**src/rtl/rv_pipe_pkg.sv**
```systemverilog
// Shared types for the RV32I pipeline sequencer.
// FSM states, register index width, NOP word, control bundle.
package rv_pipe_pkg;

  localparam int REG_IDX_W = 5;
  localparam logic [31:0] NOP = 32'h00000013;

  typedef enum logic {
    RUN,
    MC_WAIT
  } state_t;

  typedef struct packed {
    logic pc_en;
    logic ifid_en;
    logic idex_en;
    logic ifid_flush;
    logic idex_flush;
    logic exmem_bubble;
    logic mc_done;
  } ctrl_t;

  localparam ctrl_t C_RUN   = '{1'b1, 1'b1, 1'b1,
                                1'b0, 1'b0, 1'b0, 1'b0};
  localparam ctrl_t C_BR    = '{1'b1, 1'b1, 1'b1,
                                1'b1, 1'b1, 1'b0, 1'b0};
  localparam ctrl_t C_LU    = '{1'b0, 1'b0, 1'b1,
                                1'b0, 1'b1, 1'b0, 1'b0};
  localparam ctrl_t C_MC    = '{1'b0, 1'b0, 1'b0,
                                1'b0, 1'b0, 1'b1, 1'b0};
  localparam ctrl_t C_DONE  = '{1'b1, 1'b1, 1'b1,
                                1'b0, 1'b0, 1'b0, 1'b1};
  localparam ctrl_t C_RESET = '{1'b0, 1'b0, 1'b0,
                                1'b1, 1'b1, 1'b1, 1'b0};

endpackage

```
**src/rtl/sat_counter.sv**
```systemverilog
// Saturating up-counter for pipeline perf events.
// Holds at all-ones instead of wrapping.
module sat_counter #(
  parameter int CNT_W = 32
) (
  input  logic             clk,
  input  logic             rst_n,
  input  logic             inc,
  output logic [CNT_W-1:0] cnt
);

  // count up on inc, stick at all-ones
  always_ff @(posedge clk or negedge rst_n) begin
    if (!rst_n) begin
      cnt <= '0;
    end else if (inc && (cnt != '1)) begin
      cnt <= cnt + 1'b1;
    end
  end

endmodule

```
**src/rtl/hazard_ctrl.sv**
```systemverilog
// Pipeline sequencer: branch flush, load-use stall,
// multi-cycle EX hold, stall/flush perf counters.
module hazard_ctrl
  import rv_pipe_pkg::*;
#(
  parameter int MC_CYCLES = 4,
  parameter int CNT_W     = 32
) (
  input  logic                 clk,
  input  logic                 rst_n,
  input  logic                 id_valid,
  input  logic [REG_IDX_W-1:0] id_rs1,
  input  logic [REG_IDX_W-1:0] id_rs2,
  input  logic                 id_uses_rs1,
  input  logic                 id_uses_rs2,
  input  logic                 ex_valid,
  input  logic [REG_IDX_W-1:0] ex_rd,
  input  logic                 ex_mem_read,
  input  logic                 ex_branch_taken,
  input  logic                 ex_mc_start,
  output logic                 pc_en,
  output logic                 ifid_en,
  output logic                 idex_en,
  output logic                 ifid_flush,
  output logic                 idex_flush,
  output logic                 exmem_bubble,
  output logic                 mc_done,
  output logic                 busy,
  output logic [CNT_W-1:0]     stall_cnt,
  output logic [CNT_W-1:0]     flush_cnt
);

  localparam int  CW    = $clog2(MC_CYCLES) + 1;
  localparam bit  MC_OK = (MC_CYCLES >= 2);
  localparam logic [CW-1:0] MC_LOAD =
    CW'(MC_CYCLES - 1);
  localparam logic [CW-1:0] ONE = CW'(1);

  state_t        state;
  logic [CW-1:0] mc_cnt;
  ctrl_t         core;
  ctrl_t         ctrl;
  logic          run;
  logic          br;
  logic          mc;
  logic          lu;
  logic          rs1_hit;
  logic          rs2_hit;
  logic          mc_go;

  assign run = (state == RUN);
  assign br  = ex_valid & ex_branch_taken;
  assign mc  = ex_valid & ex_mc_start & MC_OK;

  assign rs1_hit = id_uses_rs1 & (id_rs1 == ex_rd);
  assign rs2_hit = id_uses_rs2 & (id_rs2 == ex_rd);
  assign lu = ex_valid & ex_mem_read &
              (ex_rd != '0) & id_valid &
              (rs1_hit | rs2_hit);

  assign mc_go = run & ~br & mc;

  // priority decode, made one-hot by masking
  always_comb begin
    core = C_RUN;
    unique case (1'b1)
      (!run && mc_cnt >  ONE): core = C_MC;
      (!run && mc_cnt == ONE): core = C_DONE;
      (run && br):             core = C_BR;
      (run && !br && mc):      core = C_MC;
      (run && !br && !mc && lu): core = C_LU;
      default:                 core = C_RUN;
    endcase
  end

  // reset overrides the decode while rst_n is low
  always_comb begin
    ctrl = core;
    if (!rst_n) begin
      ctrl = C_RESET;
    end
  end

  assign pc_en        = ctrl.pc_en;
  assign ifid_en      = ctrl.ifid_en;
  assign idex_en      = ctrl.idex_en;
  assign ifid_flush   = ctrl.ifid_flush;
  assign idex_flush   = ctrl.idex_flush;
  assign exmem_bubble = ctrl.exmem_bubble;
  assign mc_done      = ctrl.mc_done;
  assign busy         = rst_n & ~run;

  // RUN/MC_WAIT sequencing and EX occupancy count
  always_ff @(posedge clk or negedge rst_n) begin
    if (!rst_n) begin
      state  <= RUN;
      mc_cnt <= '0;
    end else begin
      unique case (state)
        RUN: begin
          if (mc_go) begin
            state  <= MC_WAIT;
            mc_cnt <= MC_LOAD;
          end
        end
        MC_WAIT: begin
          mc_cnt <= mc_cnt - ONE;
          if (mc_cnt <= ONE) begin
            state <= RUN;
          end
        end
        default: begin
          state  <= RUN;
          mc_cnt <= '0;
        end
      endcase
    end
  end

  sat_counter #(.CNT_W(CNT_W)) u_stall (
    .clk   (clk),
    .rst_n (rst_n),
    .inc   (~core.pc_en),
    .cnt   (stall_cnt)
  );

  sat_counter #(.CNT_W(CNT_W)) u_flush (
    .clk   (clk),
    .rst_n (rst_n),
    .inc   (run & br),
    .cnt   (flush_cnt)
  );

endmodule

```
**config.mk**
```make
export PLATFORM = sky130hd
export DESIGN_NAME = hazard_ctrl
export DESIGN_NICKNAME = d
export VERILOG_FILES = /design/src/rtl/rv_pipe_pkg.sv /design/src/rtl/sat_counter.sv /design/src/rtl/hazard_ctrl.sv
export SDC_FILE = /design/constraint.sdc
export NUM_CORES = 1
export LEC_CHECK = 0
export ABC_AREA = 1
export BUFFER_PORTS_ARGS = -buffer_cell sky130_fd_sc_hd__buf_2
export CORE_ASPECT_RATIO = 0.7
export CORE_UTILIZATION = 48
export CTS_CLUSTER_SIZE = 30
export DETAILED_ROUTE_END_ITERATION = 16
export GPL_TIMING_DRIVEN = 0
export PLACE_DENSITY = 0.79
export SKIP_LAST_GASP = 1
export SYNTH_ARGS = -nofsm -noshare
export SYNTH_HDL_FRONTEND = slang
export SYNTH_SLANG_ARGS = --single-unit
```
**constraint.sdc**
```tcl
create_clock -name clk -period 1.9 [get_ports clk]
set_input_delay 0.19 -clock clk [delete_from_list [all_inputs] [get_ports clk]]
set_output_delay 0.19 -clock clk [all_outputs]
set_load 0.1 [all_outputs]
```
# After elaboration in Yosys (flattened, before gate mapping)
# Index checks and enable logic that the tools add are counted.
[classes]
n_eq_ne = 6
add_sub_neg = 3
n_mux = 7
n_bitwise = 16
reduce_logical = 13
n_lt_le_gt_ge = 2
[ops]
columns = ["operator", "n"]
rows = [
  ["32-bit by 1-bit adder with 32-bit output, second input constant", 2],
  ["32-bit inequality test, second input constant", 2],
  ["7-bit case mux with 4 select lines", 1],
  ["1-bit bitwise AND", 12],
  ["5-bit equality test", 2],
  ["1-bit logical AND", 9],
  ["7-bit 2-to-1 mux", 1],
  ["3-bit case mux with 2 select lines", 1],
  ["5-bit nonzero test", 1],
  ["3-bit by 1-bit equality test with 1-bit output, second input constant", 1],
  ["3-bit by 1-bit > comparator with 1-bit output, second input constant", 1],
  ["3-bit by 1-bit <= comparator with 1-bit output, second input constant", 1],
  ["3-bit 2-to-1 mux", 1],
  ["1-bit inverter", 3],
  ["3-bit by 1-bit subtractor with 3-bit output, second input constant", 1],
  ["1-bit zero test", 2],
  ["1-bit 2-to-1 mux", 2],
  ["2-bit by 1-bit inequality test with 1-bit output, second input constant", 1],
  ["1-bit case mux with 2 select lines", 1],
  ["2-bit OR reduction", 1],
  ["1-bit bitwise OR", 1],
]
[word_totals]
elab_cells = 51
output_inout_bits = 72
ff_bits = 68
input_bits = 24

# Longest topological paths before layout
# Gate-level depths: netlist (run 1).
[logic_depth]
depth_word = 8
ltp_mapped = 13
ltp_nobuf = 11

# Modules after synthesis
# From an unflattened synthesis (run 1), not the netlist that was laid out.
[hier_totals]
cells_unflattened = 767
area_unflattened_um2 = 4916.0
[by_module_without_submodules]
columns = ["mod", "n_inst", "seq_area_each_um2", "cells_each", "area_per_inst_um2"]
rows = [
  ["sat_counter", 2, 800.8, 333, 2190.9],
  ["hazard_ctrl", 1, 100.1, 101, 534.3],
]

# Worst setup path before layout (run 1)
# OpenSTA, ideal clock, no wires.
[synth_path]
kind = "register -> output"
startpoint = "register mc_cnt[1]"
endpoint = "output pc_en"
stages_incl_launch_ff = 11
path_buffers = 2
arrival_ns = 3.061
setup_slack_ns = -1.351
required_time_ns = 1.710
path_cell_list = "dfrtp_1 > inv_1 > ha_1 > inv_1 > nor2_1 > nor2_1 > a21oi_1 > nand2_2 > buf_2 > nor2_1 > buf_4"
[synth_via]
elab_chain_cells = 5
elab_cells_between_ends = 7
cone_classes = "order compare (1); eq/ne (1); mux (2); reduce/logical (3)"
[synth_rtl]
columns = ["item", "line_no", "text"]
rows = [
  ["start, declared", "hazard_ctrl.sv:40", "logic [CW-1:0] mc_cnt;"],
  ["start signal, assigned", "hazard_ctrl.sv:107", "mc_cnt <= mc_cnt - ONE;"],
  ["3-bit by 1-bit > comparator with 1-bit output", "hazard_ctrl.sv:67", "(!run && mc_cnt > ONE): core = C_MC;"],
  ["1-bit logical AND", "hazard_ctrl.sv:67", ""],
  ["2-bit OR reduction (no source line)", "-", ""],
  ["7-bit case mux with 4 select lines (*)", "hazard_ctrl.sv:66", "unique case (1'b1)"],
  ["7-bit 2-to-1 mux (*)", "hazard_ctrl.sv:79", "if (!rst_n) begin"],
  ["end, declared", "hazard_ctrl.sv:21", "output logic pc_en,"],
]
# Mark *: on every way between the ends. The rest lies on a longest branch, timed or not.

# Worst setup path in the final report (run 1)
# Ends and elaborated chain as after synthesis.

==> metrics.csv, run 1 <==
metric,value,unit
status,"finished, violations left",
failing checks,"hold timing, setup timing",
grt met2 use,42.4,%
R2R Path Start,state,
met1 usage,46.6,%
H-Tree Depth,3,
Synth area leaders,"dfrtp_1 36%, nand2_1 26%, nor2_1 7.5%",
Post-Synth Simple-Gate Area,47.5,%
Setup crit end kind,output port,
number of vias per cell,5.31,
Power Dens Cells,1150,nW/um^2
Sink Count,68,
Syn Inst Count,736,
top-count cell post-synth,nand2_1,
MaxCap Viol Count,0,
Crit Path Category,flop to output port,
Ys Warns,0,
Routed WL,15200,um
Mapped Nets,764,
Final ANT Viol Nets,0,
layout cells sized above 1,27.6,%
Hold WS,-0.361,ns
Yosys reg bits,68,
CTS tree,built,
r2r endpoint,u_stall.cnt[22],
PortBufs,95,
Max Freq,479,MHz
# IOs,96,
final worst-path cycle share,110,%
RSZ-0062 raised after global routing,yes,
fin crit period,2.09,ns
Rows,29,
Synth Area in Adders,1.07,%
post-synthesis xor/xnor area fraction,5.05,%
setup ws final,-0.187,ns
Worst-Margin Slew,0.507,ns
synthesized area per cell,6.36,um^2
Die H,84.6,um
largest net degree at the start of global routing,73,
setup TNS,-0.413,ns
"Slew Viols, Final",0,
Total GRT Usage,30.3,%
average wire per cell in the routed design,15.4,um
Fin. Hold Viols,68,
post-synthesis cell area,4680,um^2
Die W,120,um
Critical Path AT,1.90,ns
Layout area overhead,31.3,%
ANT cells,0,
slew margin rel.,66.5,%
multiplexer share of the synthesized area,0,%
final setup fails,3,
Clock Skews,0.00776,ns
startpoint types,flop,
Pleak,3.00,nW
crit-path max FO,2,
DPL Wire Length,11000,um
top-area cell type share of the netlist area,36.4,%
RePlAce Congestion,0.957,
clock buffer depth,2,
sequential cell area fraction in the yosys report,36.4,%
initial drt markers,514,
most instantiated cells after synthesis,"327 x nand2_1, 94 x nor2_1, 68 x dfrtp_1",
number of CTS-inserted buffers,9,
clk_lat worst skew,0.34,ns
"Clk pin slew, worst setup/hold paths",0.06,ns
GR Overflow Total,0,
area of the core,9250,um^2
global route hottest layer,met1,
worst min path class,primary input to async pin,
Peak supply drop,0.000733,V
Reg2Reg Setup Slack,0.05,ns
FF-to-FF path depth,11,
Async SR Flop Fraction,100,%
first-pass GRT wire length,23700,um
# DRC,0,
number of global-route vias before repair,4690,
Crit path required time,1.71,ns
TritonRoute pass-1 iters,5,
Post-synth top flop,dfrtp_1,
Post-synth EDFFs,0,
largest area contributor in the netlist,dfrtp_1,
post-synthesis compound-gate area fraction,2.57,%
grt met3 use,6.79,%
Final Util,66.4,%
Yosys cell types,26,
initial antenna violation count,0,
clk root buf,clkbuf_16,
nets@finish,884,
Starting Density,50.6,%
Die Area,10200,um^2
DR vias,5228,
largest family of logic cells by synthesized area,simple AND/OR/NAND/NOR gates,
## metal layers
metal | vias up | part of all wire [%]
met3 | 10 | 9.0
met1 | 2444 | 48
met5 | - | 0
met4 | 0 | 0.87
li1 | 2549 | -
met2 | 225 | 42
## logic make-up after synthesis
| kind of cell | after synthesis |
|---|---|
| DFF | 68 |
| buffers and inverters | 82 |
| adders and majority gates | 4 |
| and+or+nand+nor | 532 |
| xor gates and xnor gates | 27 |
| AOI/OAI and AO/OA | 23 |
## layout make-up
type / instances / area (um^2)
clock buffers: 9 / 225
clock inverters: 7 / 43.8
well taps: 124 / 155
inverters: 66 / 251
multi-input cells: 586 / 2800
repair buffers: 109 / 708
plain buffers: 16 / 174
flip-flops and latches: 68 / 1780
fillers: 834 / 3110
## worst max-delay path by stage
stage / depth (start not counted) / startpoint / slack (ns) / to
after floorplan: 9 / mc_cnt[0] / -0.26 / pc_en
after global placement: 5 / rst_n / -0.66 / pc_en
after detailed placement: 10 / mc_cnt[0] / -0.31 / pc_en
after CTS: 11 / mc_cnt[1] / -0.19 / pc_en
after global routing: 11 / mc_cnt[1] / -0.27 / pc_en
final: 11 / mc_cnt[1] / -0.19 / pc_en
## worst max-delay path: stages (launching register included)
cell	delay, ns
dfrtp_1	0.37
inv_2	0.07
ha_4	0.12
inv_2	0.04
nor2_1	0.08
nor2_1	0.06
a21oi_2	0.21
nand2_4	0.09
buf_8	0.13
nor2_4	0.12
buf_12	0.11
buf_12	0.16
## power breakdown
| part | switching, mW | leakage [nW] | internal, mW | total, mW |
|---|---|---|---|---|
| Sequential | 0.330 | 0.834 | 1.72 | 2.05 |
| Clock | 0.683 | 0.131 | 0.876 | 1.56 |
| Combinational | 2.56 | 2.03 | 0.898 | 3.45 |
| Total | 3.57 | 3.00 | 3.49 | 7.06 |
## state kept, by name, summed over array words and instances (netlist names)
register / flops
u_stall.cnt: 32
state: 1
mc_cnt: 3
u_flush.cnt: 32
## per-stage QoR
step	hold slack, ns	setup WS (ns)	area, um^2	instances	total power [mW]
final	-0.361	-0.187	6140	985	7.06
after global routing	-0.371	-0.268	6140	985	7.35
after CTS	-0.369	-0.193	5970	980	6.90
after detailed placement	-0.0110	-0.312	5530	956	5.09
after global placement	0.482	-0.664	5500	955	5.01
after floorplan	-0.106	-0.258	4870	736	4.46
## cells in the final DEF (no fill, tap or decap), types with 2 or more instances in the layout
cell | synthesis | final
o21ai_0 | 16 | 15
nor2_2 | 2 | 11
xor2_1 | 17 | 17
clkbuf_16 | 0 | 10
buf_8 | 0 | 2
nand3b_1 | 20 | 20
xnor2_1 | 10 | 10
nor2_1 | 94 | 83
nand4_1 | 7 | 7
nand3_2 | 1 | 2
ha_4 | 0 | 3
inv_1 | 66 | 62
nand3_4 | 0 | 2
o21ai_1 | 3 | 4
nand2_4 | 0 | 2
clkbuf_2 | 0 | 2
inv_2 | 0 | 3
buf_4 | 1 | 13
nand3_1 | 61 | 58
nor2_4 | 1 | 3
buf_6 | 3 | 11
dfrtp_1 | 68 | 10
buf_2 | 10 | 88
dfrtp_2 | 0 | 54
nor3_2 | 1 | 3
buf_12 | 0 | 6
nand2_1 | 327 | 322
clkinvlp_4 | 0 | 3
clkinv_2 | 0 | 4
nand2_2 | 2 | 5
dfrtp_4 | 0 | 4
nor3_1 | 15 | 12
## repair_timing
action,in CTS,in global routing
hold endpoints to repair,68,68
endpoints found under the setup margin,54,69
setup buffers,8,4
cloned,0,1
pin swaps,5,3
resized for setup,28,35
No activity file was read; power rests on OpenSTA's default activity.
==> run 2, diff against run 1 <==
--- a/config.mk
+++ b/config.mk
@@ -7,12 +7,14 @@
 export LEC_CHECK = 0
 export ABC_AREA = 1
 export BUFFER_PORTS_ARGS = -buffer_cell sky130_fd_sc_hd__buf_2
+export CELL_PAD_IN_SITES_DETAIL_PLACEMENT = 0
+export CELL_PAD_IN_SITES_GLOBAL_PLACEMENT = 1
 export CORE_ASPECT_RATIO = 0.7
-export CORE_UTILIZATION = 48
+export CORE_UTILIZATION = 35
 export CTS_CLUSTER_SIZE = 30
 export DETAILED_ROUTE_END_ITERATION = 16
 export GPL_TIMING_DRIVEN = 0
-export PLACE_DENSITY = 0.79
+export PLACE_DENSITY = 0.82
 export SKIP_LAST_GASP = 1
 export SYNTH_ARGS = -nofsm -noshare
 export SYNTH_HDL_FRONTEND = slang
==> run 2 against run 1 <==
Compared with the run above:
- the run ends with setup timing left
- sequential cell count unchanged
- sequential share of layout area decreased by 1.7 points
- routed wire length increased by 3.7%
- setup slack improved by 0.016 ns
- final cell count increased by 6.0%
- register-to-register slack about the same
- core utilization decreased by 15 points
- first-iteration DRC count decreased by 34%
- non-clock buffer count increased by 21
- global-route usage decreased by 7.9 points
- critical endpoint unchanged
==> metrics.csv, run 2 (synthesis gave the netlist of run 1 again) <==
metric,value,unit
DPL Wire Length,11500,um
R2R Path Start,u_stall.cnt[0],
Total GRT Usage,22.4,%
Pleak,3.19,nW
FF-to-FF path depth,10,
startpoint types,flop,
number of CTS-inserted buffers,9,
setup TNS,-0.406,ns
clk_lat worst skew,0.34,ns
H-Tree Depth,3,
initial drt markers,338,
Final ANT Viol Nets,0,
combinational power share,49.4,%
Worst Setup Slack post-DPL,-0.351,ns
area of the core,12700,um^2
clock power share,24.2,%
initial antenna violation count,0,
DR vias,5203,
Largest regs,"u_flush.cnt: 32 flops, u_stall.cnt: 32 flops, mc_cnt: 3 flops",
Fin. Hold Viols,0,
Peak supply drop,0.000619,V
Worst-Margin Slew,0.988,ns
failing checks,setup timing,
Setup crit end kind,output port,
Reg2Reg Setup Slack,0.04,ns
TritonRoute pass-1 iters,6,
clock buffer depth,2,
largest net degree at the start of global routing,49,
Crit Path Category,flop to output port,
Routed WL,15800,um
Die W,140,um
Starting Density,36.8,%
status,"finished, violations left",
"commonest non-fill, non-tap cell in the layout",nand2_1,
Sequential Power Share,26.5,%
RePlAce Congestion,0.934,
Clock Skews,0.0103,ns
setup ws final,-0.171,ns
Finished Cell Area,6520,um^2
most frequent cells in the layout,"322 x nand2_1, 90 x buf_2, 83 x nor2_1",
first-pass GRT wire length,23800,um
worst min path class,primary input to flop,
nets@finish,905,
r2r endpoint,u_stall.cnt[19],
fin cells,1044,
Power Dens Cells,1170,nW/um^2
layout cells sized above 1,29.3,%
Worst Setup SP,mc_cnt[0],
Worst setup endpoint,pc_en,
slew margin rel.,33.9,%
Final Util,51.2,%
"Slew Viols, Final",0,
# DRC,0,
RSZ-0062 raised after global routing,yes,
crit-path max FO,5,
Psw,3.62,mW
average wire per cell in the routed design,15.1,um
PortBufs,95,
GR Overflow Total,0,
Crit path required time,1.71,ns
Critical Path AT,1.88,ns
number of vias per cell,4.98,
Rows,34,
Placed Instances,994,
"Clk pin slew, worst setup/hold paths",0.06,ns
final setup fails,4,
MaxCap Viol Count,0,
final worst-path cycle share,109,%
Sink Count,68,
Hold WS,0.174,ns
Die Area,13800,um^2
CTS tree,built,
# IOs,96,
Max Freq,483,MHz
Sw Ratio,47.4,%
number of global-route vias before repair,4546,
hold depth,3,
Layout area overhead,39.3,%
Int Power,4.02,mW
ANT cells,0,
Die H,98.7,um
clk root buf,clkbuf_16,
fin crit period,2.07,ns
Placed Area,5580,um^2
total power,7.64,mW
==> run 2: what timing repair did <==
action	4_1_cts	5_1_grt
resized for setup	27	44
pin swaps	6	10
buffers inserted	7	20
gates cloned	0	5
setup endpoints to repair	58	65
hold endpoints to repair	20	0
hold buffers	3	0
==> run 2: power groups by stage <==
stage / clock, mW / sequential [mW] / combinational [mW]
after floorplan: 0 / 3.20 / 1.26
after global placement: 0 / 2.03 / 3.01
after detailed placement: 0 / 2.05 / 3.05
after CTS: 1.88 / 2.03 / 3.28
after global routing: 1.93 / 2.06 / 3.97
final: 1.85 / 2.02 / 3.77
==> run 2: area by class of cell <==
| class | count | area (um^2) |
|---|---|---|
| Buffer | 16 | 191 |
| Timing Repair Buffer | 130 | 930 |
| Sequential cell | 68 | 1780 |
| Multi-Input combinational cell | 586 | 2840 |
| Fill cell | 1280 | 6200 |
| Clock buffer | 12 | 246 |
| Clock inverter | 4 | 72.6 |
| Inverter | 66 | 251 |
| Tap cell | 162 | 203 |
==> run 2: routing by layer <==
metal  track usage (%)  up-vias  wire [um]
met5                 0        -          0
met4              6.00        0        171
met3              4.57       13       1330
met2              29.8      182       6090
met1              35.6     2421       8180
li1                  -     2587          -
==> run 2: worst min-delay path by stage <==
| stage | from | to | slack [ns] |
|---|---|---|---|
| global route | ex_branch_taken | mc_cnt[2] | 0.19 |
| floorplan | rst_n | mc_cnt[0] | -0.11 |
| CTS | ex_branch_taken | mc_cnt[2] | 0.15 |
| global placement | ex_branch_taken | mc_cnt[2] | 0.48 |
| finish | ex_branch_taken | mc_cnt[2] | 0.17 |
| detailed placement | rst_n | u_stall.cnt[16] | 0.11 |
==> run 2: worst max-delay path, cell delays in order, from the launching register on <==
cell,delay (ns)
dfrtp_2,0.42
ha_4,0.15
inv_2,0.04
nor2_2,0.09
nor2_2,0.05
a21oi_2,0.20
nand2_4,0.09
buf_8,0.13
nor2_4,0.12
buf_12,0.11
buf_12,0.16
==> run 3, diff against run 2 <==
--- a/config.mk
+++ b/config.mk
@@ -5,16 +5,15 @@
 export SDC_FILE = /design/constraint.sdc
 export NUM_CORES = 1
 export LEC_CHECK = 0
-export ABC_AREA = 1
 export BUFFER_PORTS_ARGS = -buffer_cell sky130_fd_sc_hd__buf_2
 export CELL_PAD_IN_SITES_DETAIL_PLACEMENT = 0
 export CELL_PAD_IN_SITES_GLOBAL_PLACEMENT = 1
 export CORE_ASPECT_RATIO = 0.7
-export CORE_UTILIZATION = 35
+export CORE_UTILIZATION = 36
 export CTS_CLUSTER_SIZE = 30
 export DETAILED_ROUTE_END_ITERATION = 16
 export GPL_TIMING_DRIVEN = 0
-export PLACE_DENSITY = 0.82
+export PLACE_DENSITY = 0.81
 export SKIP_LAST_GASP = 1
 export SYNTH_ARGS = -nofsm -noshare
 export SYNTH_HDL_FRONTEND = slang
==> run 3 against run 2 <==
Compared with the run above:
- the run still ends with setup timing left
- synthesized cell count is 55% lower
- clock-buffer cell count is 1 higher
- setup slack worse by 0.47 ns
- die area is 28% lower
- clock skew is 0.0037 ns lower
- core utilization is 14 points higher
- non-clock buffer count is 33 higher
- largest power group unchanged
- highest routed layer unchanged
==> metrics.csv, run 3 <==
metric,value,unit
Setup crit end kind,flop,
initial drt markers,145,
Hold WS,0.232,ns
Synth area leaders,"dfrtp_1 49%, xor2_1 9.4%, xnor2_1 9.2%",
clk root buf,clkbuf_16,
Crit Path Category,flop to flop,
Starting Density,37.5,%
DR vias,3262,
final setup fails,49,
Worst Setup Slack post-DPL,-0.973,ns
Sw Ratio,45.3,%
DPL Wire Length,6190,um
setup ws final,-0.637,ns
Die W,119,um
Sequential Power Share,28.0,%
top-count cell post-synth,dfrtp_1,
met1 WL,5010,um
Ys Warns,0,
"Slew Viols, Final",0,
clk_lat worst skew,0.33,ns
final worst-path cycle share,134,%
initial antenna violation count,0,
# DRC,0,
largest net degree at the start of global routing,37,
Psw,3.25,mW
MaxCap Viol Count,0,
slew margin rel.,44.3,%
Rows,29,
Register Area,1860,um^2
nets@finish,538,
"commonest non-fill, non-tap cell in the layout",buf_2,
worst min path class,primary input to async pin,
Sink Count,68,
routed wl met3,395,um
first-pass GRT wire length,15600,um
top routing layer used,met4,
multi-input logic area,2250,um^2
Syn Inst Count,330,
clock power share,24.8,%
failing checks,setup timing,
ANT cells,0,
status,"finished, violations left",
Die H,83.8,um
Largest regs,"u_flush.cnt: 32 flops, u_stall.cnt: 32 flops, mc_cnt: 3 flops",
Mapped Nets,358,
Layout fillers,724,
Post-synth EDFFs,0,
most instantiated cells after synthesis,"68 x dfrtp_1, 37 x xor2_1, 36 x xnor2_1",
Crit path required time,2.12,ns
Fin. Hold Viols,0,
CTS tree,built,
RePlAce Congestion,0.773,
Routed WL,10300,um
Clock Skews,0.00664,ns
Layout area overhead,73.7,%
Placed Area,4440,um^2
GR Overflow Total,0,
Pleak,2.49,nW
most frequent cells in the layout,"87 x buf_2, 57 x buf_4, 41 x dfrtp_4",
fin crit period,2.54,ns
Worst Setup SP,u_stall.cnt[1],
# IOs,96,
sequential cell area fraction in the yosys report,49.5,%
Worst-Margin Slew,0.831,ns
"Clk pin slew, worst setup/hold paths",0.06,ns
Finished Cell Area,5970,um^2
Final ANT Viol Nets,0,
combinational power share,47.3,%
number of vias per cell,5.10,
Critical Path AT,2.75,ns
area of the core,9180,um^2
average wire per cell in the routed design,16.1,um
Total GRT Usage,20.3,%
largest area contributor in the netlist,dfrtp_1,
startpoint types,flop,
layout cells sized above 1,62.1,%
H-Tree Depth,3,
Routed met2 length,4790,um
Async SR Flop Fraction,100,%
Power Dens Cells,1200,nW/um^2
crit-path max FO,5,
TritonRoute pass-1 iters,4,
top-area cell type share of the netlist area,49.5,%
post-synthesis cell area,3440,um^2
Die Area,9960,um^2
PortBufs,95,
Post-synth top flop,dfrtp_1,
RSZ-0062 raised after global routing,yes,
number of global-route vias before repair,3010,
clock buffer depth,2,
Peak supply drop,0.000798,V
Yosys reg bits,68,
number of CTS-inserted buffers,9,
Int Power,3.92,mW
synthesized area per cell,10.4,um^2
R2R Path Start,u_stall.cnt[1],
Yosys cell types,36,
Max Freq,394,MHz
==> run 3: cell types whose count changed after synthesis, moves of 17 or more <==
cell      change
nand2_1     -293
nor2_1       -89
inv_1        -61
nand3_1      -40
xnor2_1      +26
xor2_1       +20
nand3b_1     -19
nor4_1       +17
==> run 3: routing by layer <==
metal  track usage, %  vias up
li1                 -     1538
met1             29.2     1615
met4             6.90        0
met3             4.51        9
met5                0        -
met2             30.0      100
==> run 3: area by class of cell <==
type                            count  area share, %
Tap cell                          124           2.60
Clock inverter                      3          0.712
Sequential cell                    68           31.2
Multi-Input combinational cell    247           37.7
Buffer                              7          0.859
Inverter                            5          0.377
Timing Repair Buffer              172           21.9
Clock buffer                       13           4.69
==> run 3: stage by stage <==
| stage | cells | utilization, % | total power [mW] | TNS, ns |
|---|---|---|---|---|
| finish | 639 | 65.1 | 7.17 | -19.20 |
| global route | 639 | 65.1 | 7.45 | -22.69 |
| CTS | 603 | 59.4 | 6.75 | -19.29 |
| detailed placement | 550 | 48.4 | 4.56 | -30.75 |
| global placement | 549 | 48.2 | 4.51 | -38.72 |
| floorplan | 330 | - | 4.08 | -30.80 |
==> run 3: logic make-up (layout without fill, tap and decap cells) <==
group | count (synthesis) | count (layout) | share of synthesized area, %
AOI/OAI and AO/OA | 12 | 12 | 2.18
and+or+nand+nor | 156 | 156 | 25.7
xor gates and xnor gates | 73 | 73 | 18.6
adders and majority gates | 4 | 4 | 1.46
DFF | 68 | 68 | 49.5
buffers and inverters | 15 | 200 | 1.93
muxes | 2 | 2 | 0.655
==> run 3: repair_timing <==
action                     CTS  global route
hold buffers                 2             0
resized for setup           73            56
setup endpoints to repair   58            66
setup buffers               33            43
pin swaps                   34            33
hold endpoints to repair    36             0
cloned                       3             1
==> run 3: power by group through the flow <==
stage / Clock [mW] / Sequential (mW) / Combinational (mW)
finish: 1.77 / 2.01 / 3.39
global route: 1.88 / 2.04 / 3.53
CTS: 1.80 / 1.97 / 2.98
detailed placement: 0 / 2.03 / 2.53
global placement: 0 / 2.02 / 2.49
floorplan: 0 / 3.14 / 0.937
==> run 3: worst paths after layout <==
path,end,cells past startpoint,slack (ns)
max,u_stall.cnt[1],9,-0.64
min,u_flush.cnt[8],3,0.23
max reg2reg,u_stall.cnt[1],9,-0.64
min reg2reg,u_stall.cnt[14],1,0.47
max in group asynchronous,u_flush.cnt[6],3,1.42
min in group clk,mc_cnt[1],4,0.32
==> run 3: worst max-delay path, cell delays in order, from the launching register on <==
cell and delay, ns:
dfrtp_4 0.42, ha_4 0.15, nand2_4 0.05, or4_4 0.44, or4_4 0.53, nor4_4 0.17, buf_6 0.19, buf_4 0.13
nor2_2 0.05, mux2_4 0.30
